===== src/rtl/r_channel_router.sv =====
// r_channel_router
//   AXI read-data return path: two slaves (S0, S1) to two masters (M0, M1).
//   A slave owns the path from grant until its RLAST beat handshakes. Grant
//   alternates round-robin between slaves. The destination master comes from
//   id[7:4] of the locked slave's live ID. Only id[3:0] is forwarded.
//   Beats carrying an unknown master code are sunk, and each one is flagged
//   on drop_o.
// Ports
//   clk, rst                 clock, async active-low reset
//   *_s0_i / *_s1_i          R channel from slaves (id 8b, data, resp, last, valid)
//   ready_s0_o / ready_s1_o  RREADY to slaves
//   *_m0_o / *_m1_o          R channel to masters (id 4b, data, resp, last, valid)
//   ready_m0_i / ready_m1_i  RREADY from masters
//   drop_o                   pulse per discarded beat
module r_channel_router (
  input  logic        clk,
  input  logic        rst,
  input  logic [7:0]  id_s0_i,
  input  logic [31:0] data_s0_i,
  input  logic [1:0]  resp_s0_i,
  input  logic        last_s0_i,
  input  logic        valid_s0_i,
  output logic        ready_s0_o,
  input  logic [7:0]  id_s1_i,
  input  logic [31:0] data_s1_i,
  input  logic [1:0]  resp_s1_i,
  input  logic        last_s1_i,
  input  logic        valid_s1_i,
  output logic        ready_s1_o,
  output logic [3:0]  id_m0_o,
  output logic [31:0] data_m0_o,
  output logic [1:0]  resp_m0_o,
  output logic        last_m0_o,
  output logic        valid_m0_o,
  input  logic        ready_m0_i,
  output logic [3:0]  id_m1_o,
  output logic [31:0] data_m1_o,
  output logic [1:0]  resp_m1_o,
  output logic        last_m1_o,
  output logic        valid_m1_o,
  input  logic        ready_m1_i,
  output logic        drop_o
);

  localparam logic [3:0] AXI_MASTER0 = 4'h1;
  localparam logic [3:0] AXI_MASTER1 = 4'h2;

  typedef enum logic [1:0] {IDLE, LOCK_S0, LOCK_S1} state_e;

  typedef struct packed {
    logic [7:0]  id;
    logic [31:0] data;
    logic [1:0]  resp;
    logic        last;
    logic        valid;
  } r_beat_t;

  state_e  state_q, state_d;
  logic    prio_s1_q, prio_s1_d;
  r_beat_t sel;
  logic    locked;
  logic    ready_sel;

  always_ff @(posedge clk or negedge rst) begin
    if (!rst) begin
      state_q   <= IDLE;
      prio_s1_q <= 1'b0;
    end else begin
      state_q   <= state_d;
      prio_s1_q <= prio_s1_d;
    end
  end

  // Datapath: the locked slave is muxed straight to the decoded master.
  always_comb begin
    locked     = (state_q == LOCK_S0) || (state_q == LOCK_S1);
    sel        = (state_q == LOCK_S1) ?
                 '{id_s1_i, data_s1_i, resp_s1_i, last_s1_i, valid_s1_i} :
                 '{id_s0_i, data_s0_i, resp_s0_i, last_s0_i, valid_s0_i};
    ready_sel  = 1'b0;
    drop_o     = 1'b0;
    id_m0_o    = '0;
    data_m0_o  = '0;
    resp_m0_o  = '0;
    last_m0_o  = 1'b0;
    valid_m0_o = 1'b0;
    id_m1_o    = '0;
    data_m1_o  = '0;
    resp_m1_o  = '0;
    last_m1_o  = 1'b0;
    valid_m1_o = 1'b0;
    if (locked) begin
      case (sel.id[7:4])
        AXI_MASTER0: begin
          id_m0_o    = sel.id[3:0];
          data_m0_o  = sel.data;
          resp_m0_o  = sel.resp;
          last_m0_o  = sel.last;
          valid_m0_o = sel.valid;
          ready_sel  = ready_m0_i;
        end
        AXI_MASTER1: begin
          id_m1_o    = sel.id[3:0];
          data_m1_o  = sel.data;
          resp_m1_o  = sel.resp;
          last_m1_o  = sel.last;
          valid_m1_o = sel.valid;
          ready_sel  = ready_m1_i;
        end
        default: begin
          // Unknown owner: accept the beat so the slave never wedges.
          ready_sel = 1'b1;
          drop_o    = sel.valid;
        end
      endcase
    end
    ready_s0_o = (state_q == LOCK_S0) && ready_sel;
    ready_s1_o = (state_q == LOCK_S1) && ready_sel;
  end

  // Lock control: grant in IDLE, release on the RLAST handshake.
  always_comb begin
    state_d   = state_q;
    prio_s1_d = prio_s1_q;
    case (state_q)
      IDLE: begin
        if (valid_s0_i && valid_s1_i) state_d = prio_s1_q ? LOCK_S1 : LOCK_S0;
        else if (valid_s0_i)          state_d = LOCK_S0;
        else if (valid_s1_i)          state_d = LOCK_S1;
        // The slave just granted becomes the lower-priority one.
        if (state_d == LOCK_S0) prio_s1_d = 1'b1;
        if (state_d == LOCK_S1) prio_s1_d = 1'b0;
      end
      LOCK_S0, LOCK_S1: begin
        if (sel.valid && ready_sel && sel.last) state_d = IDLE;
      end
      default: state_d = IDLE;
    endcase
  end

endmodule

===== config.mk =====
export PLATFORM = sky130hd
export DESIGN_NAME = r_channel_router
export DESIGN_NICKNAME = d
export VERILOG_FILES = /design/src/rtl/r_channel_router.sv
export SDC_FILE = /design/constraint.sdc
export NUM_CORES = 1
export LEC_CHECK = 0
export ABC_AREA = 1
export CAP_MARGIN = 0
export CORE_AREA = 8 8 61 63
export DETAILED_ROUTE_END_ITERATION = 7
export DIE_AREA = 0 0 69 71
export DONT_BUFFER_PORTS = 1
export GPL_TIMING_DRIVEN = 1
export PLACE_DENSITY = 0.69
export SLEW_MARGIN = 15
export SYNTH_ARGS = -nofsm -noshare
export SYNTH_HDL_FRONTEND = slang
export SYNTH_SLANG_ARGS = --single-unit

===== constraint.sdc =====
create_clock -name clk -period 1.7 [get_ports clk]
set_input_delay 0.17 -clock clk [delete_from_list [all_inputs] [get_ports clk]]
set_output_delay 0.17 -clock clk [all_outputs]
set_load 0.02 [all_outputs]

==> results of run 1 <==
-- metrics by stage --
step	instances	hold slack (ps)	instance area [sq um]	setup TNS (ps)
3_5_place_dp	364	-125	2240	-9810
3_3_place_gp	364	-125	2240	-6270
2_1_floorplan	252	-126	1530	-584
-- Yosys cell counts --
master | count | share of area (%)
dfrtp_1 | 3 | 5.7
a21oi_1 | 2 | 0.76
buf_6 | 1 | 0.85
nand2_1 | 22 | 6.3
or2_1 | 1 | 0.47
nor2_1 | 88 | 25
ha_1 | 4 | 3.8
inv_1 | 13 | 3.7
clkbuf_1 | 5 | 1.4
nand3_2 | 1 | 0.76
nor2_2 | 3 | 1.4
nand3_1 | 4 | 1.5
buf_2 | 15 | 5.7
nand2_2 | 8 | 3.8
buf_4 | 1 | 0.57
o21ai_0 | 38 | 14
o21a_1 | 38 | 22
inv_6 | 1 | 0.66
o21ai_1 | 4 | 1.5
-- cells by family after synthesis --
family | count (synthesis)
fa+ha+maj | 4
simple gates | 127
flops | 3
buf+inv | 36
compound gates | 82
==> impl_metrics.json, run 1 <==
{
  "place.gp.congestion": 0.900,
  "die-width_um": 69,
  "die_h_um": 71,
  "synthMuxAreaShare_pct": 0,
  "synth_compound_area_share_pct": 38.3,
  "synth-warning-count": 0,
  "start_util_pct": 46.2,
  "status": "stopped before the end",
  "syn_area_per_cell_sq_um": 5.23,
  "synth_fa_ha_area_share_pct": 3.80,
  "lastStage": "clock tree synthesis (4_1_cts)",
  "num_rows": 20,
  "pre_cts_slack_ps": -185,
  "postCtsResizedCells": 146,
  "yosys.area_share.simple_pct": 39.3,
  "clock_path_buffers": 2,
  "syn-cell-area_sq_um": 1320,
  "synth-xor-area-share_pct": 0,
  "root_buffer": "clkbuf_4",
  "clock_sinks": 3,
  "syn_nets": 348,
  "synth_top_family_by_area": "simple AND/OR/NAND/NOR gates",
  "syn_inst": 252,
  "cts_setup_buffers": 5,
  "htreeDepth": 1,
  "cts_hold_buf": 1,
  "portBuffers": 0,
  "ys_seq_elements": 3,
  "synth_cell_types": 19,
  "place.detailed.hpwl_mm": 5.75,
  "yosysSeqAreaShare_pct": 5.69,
  "tool.error": "[ERROR DPL-0033] detailed placement checks failed during check placement.",
  "cts_buffers": 3,
  "pin_count": 175
}
==> inputs of run 2 (changes only) <==
- CORE_AREA: 8 8 61 63 -> 8 8 69 71
- DIE_AREA: 0 0 69 71 -> 0 0 77 79
- PLACE_DENSITY: 0.69 -> default
- PLACE_DENSITY_LB_ADDON: default -> 0.15
==> impl_metrics.json, run 2 <==
{
  "status": "finished with violations",
  "violations": "negative setup slack",
  "dr.pass1.iters": 5,
  "pin_count": 175,
  "drive_gt1_share_pct": 64.1,
  "final_common_cell": "nor2_2",
  "syn_nets": 348,
  "grt_max_degree": 30,
  "grt_pass1_vias": 2059,
  "yosys.cell_count.top_type": "nor2_1",
  "critPathMaxFanout": 13,
  "die-area_sq_um": 6080,
  "drtAntennaViolNets": 0,
  "setup_violations": 85,
  "required_ps": 1530,
  "yosysTopAreaCell": "nor2_1",
  "layout_common_cells": "nor2_2 (61), buf_4 (57), buf_6 (48), o21a_1 (38), o21ai_0 (22)",
  "wire_per_inst_um": 18.3,
  "timing.final.crit_share_pct": 118,
  "vias": 2110,
  "critPathLaunchType": "flip-flop",
  "nets": 448,
  "path_class": "reg -> out",
  "synthTopCellsByArea": "nor2_1 (25%), o21a_1 (22%), o21ai_0 (14%)",
  "fin_crit_ps": 2000,
  "avgViaCountPerCell": 5.26,
  "drc_errors": 0,
  "fin_ws_ps": -303,
  "yosysSeqAreaShare_pct": 5.69,
  "vdd_ir_drop_max_uv": 1040,
  "rrSetupSlack_ps": -210,
  "largest-register": "state_q",
  "synth_common_cells": "nor2_1 (88), o21a_1 (38), o21ai_0 (38)",
  "final_core_util_pct": 76.4,
  "p_per_area_nw_per_um2": 1370,
  "placed_area_sq_um": 2360,
  "hold_violations": 0,
  "root_buffer": "clkbuf_8",
  "slew_headroom_pct": 72.9,
  "reg2reg_to": "state_q[0]$_DFFE_PN0P_",
  "r2r_start": "state_q[1]$_DFFE_PN0P_",
  "fillCellCount": 301,
  "async_reset_ff_share_pct": 100,
  "synthToLayoutAreaGrowth_pct": 120,
  "synth-warning-count": 0,
  "place.gp.congestion": 0.838,
  "synth.top_cell.area_share_pct": 25.0,
  "place.detailed.hpwl_mm": 5.64,
  "finalClockSkew_ps": 0.385,
  "rsz0062_at_grt": "yes",
  "start_util_pct": 34.7,
  "core_area_sq_um": 3800,
  "hold_path_class": "in -> async",
  "grt_pass1_wl_mm": 10.6,
  "die-width_um": 77,
  "pre_cts_slack_ps": -169,
  "cts_tree": "yes",
  "reg2reg_depth": 14,
  "clk_latency_ps": 220,
  "synth_cell_types": 19,
  "reg_top3": "state_q x2, prio_s1_q x1",
  "syn_area_per_cell_sq_um": 5.23,
  "ys_seq_elements": 3,
  "clock.fmax_mhz": 499,
  "setup_tns_ps": -21210,
  "worst-endpoint-arrival_ps": 1830,
  "cap_violations": 0,
  "clock_path_buffers": 2,
  "synth_ff_type": "dfrtp_1",
  "track_usage_pct": 20.6,
  "htreeDepth": 1,
  "syn_inst": 252,
  "die_h_um": 79,
  "clk_pin_slew_worst_paths_ps": 30,
  "clock_sinks": 3,
  "wl_mm": 7.35,
  "antenna-diode-count": 0,
  "globalRouteOverflowTotal": 0,
  "largest_reg_flops": 2,
  "syn-cell-area_sq_um": 1320,
  "drtIter0Drc": 87,
  "worst_pin_slew_ps": 402,
  "cts_buffers": 3,
  "synth_edf_count": 0,
  "num_rows": 23,
  "leakagePower_uw": 0.00119,
  "endpoint_kind": "output pin",
  "drv_slew": 0,
  "portBuffers": 0,
  "fin_area_sq_um": 2900,
  "antenna_found_initial": 0
}
[run 2: cell counts after synthesis]
Identical to the previous run, type by type.
[run 2: worst max-delay path by stage]
stage                                start  slack [ps]            end
floorplan           state_q[0]$_DFFE_PN0P_         -50   data_m0_o[4]
global placement    state_q[0]$_DFFE_PN0P_        -120  data_m1_o[17]
detailed placement  state_q[0]$_DFFE_PN0P_        -170   data_m1_o[6]
CTS                 state_q[0]$_DFFE_PN0P_        -260   data_m1_o[6]
global route        state_q[0]$_DFFE_PN0P_        -400  data_m1_o[10]
finish              state_q[1]$_DFFE_PN0P_        -300  data_m0_o[12]
[run 2: per-stage QoR]
step                      cells  hold WS, ps  power, uW
after global placement      390         -125       3040
after floorplan             252         -126       2130
after CTS                   397          198       3610
final                       401          203       3970
after global routing        401          206       4280
after detailed placement    390         -125       3090
[run 2: cell families (layout without fill, tap and decap cells)]
logic type	count (synthesis)	count (layout)	synth area share (%)
AND/OR/NAND/NOR	127	127	39.3
AO/OA/AOI/OAI	82	82	38.3
buffers and inverters	36	135	12.9
adder cells (fa/ha/maj)	4	4	3.80
flip-flops	3	3	5.69
[run 2: critical path: stages (launching register included)]
cell and delay (ps):
dfrtp_1 410, ha_4 230, buf_6 130, nand2_2 60, nand2_2 60, nor2_4 140, nand2_4 110, buf_12 170
buf_6 130, nor2_4 150
[run 2: final cells by class]
cell class	count	area, sq um	share of cell area [%]
tap	50	62.6	2.16
inverter	14	60.1	2.07
timing repair inverter	1	6.26	0.216
multi-input combinational	213	1480	50.8
sequential	3	75.1	2.59
clock buffer	4	45.0	1.55
timing repair buffer	116	1180	40.6
[run 2: metal layers]
layer	vias up	wire (um)	GRT usage (%)	part of all wire, %
met3	11	693	5.87	9.4
li1	1012	-	-	-
met1	958	2700	23.6	37
met5	-	0	0	0
met2	129	3830	36.8	52
met4	0	133	5.09	1.8
[run 2: report_power, final]
part / total, uW / internal (uW) / switching [uW]
registers: 123 / 101 / 22.4
logic: 3640 / 1600 / 2040
clock network: 211 / 160 / 50.4
[run 2: timing repair]
| action | 4_1_cts | 5_1_grt |
|---|---|---|
| endpoints found under the hold margin | 3 | 0 |
| endpoints found under the setup margin | 85 | 85 |
| pin swaps | 3 | 9 |
| setup buffers | 2 | 1 |
| gates cloned | 0 | 3 |
| hold buffers | 1 | 0 |
| resized for setup | 44 | 70 |
(Power assumes the default switching activity.)
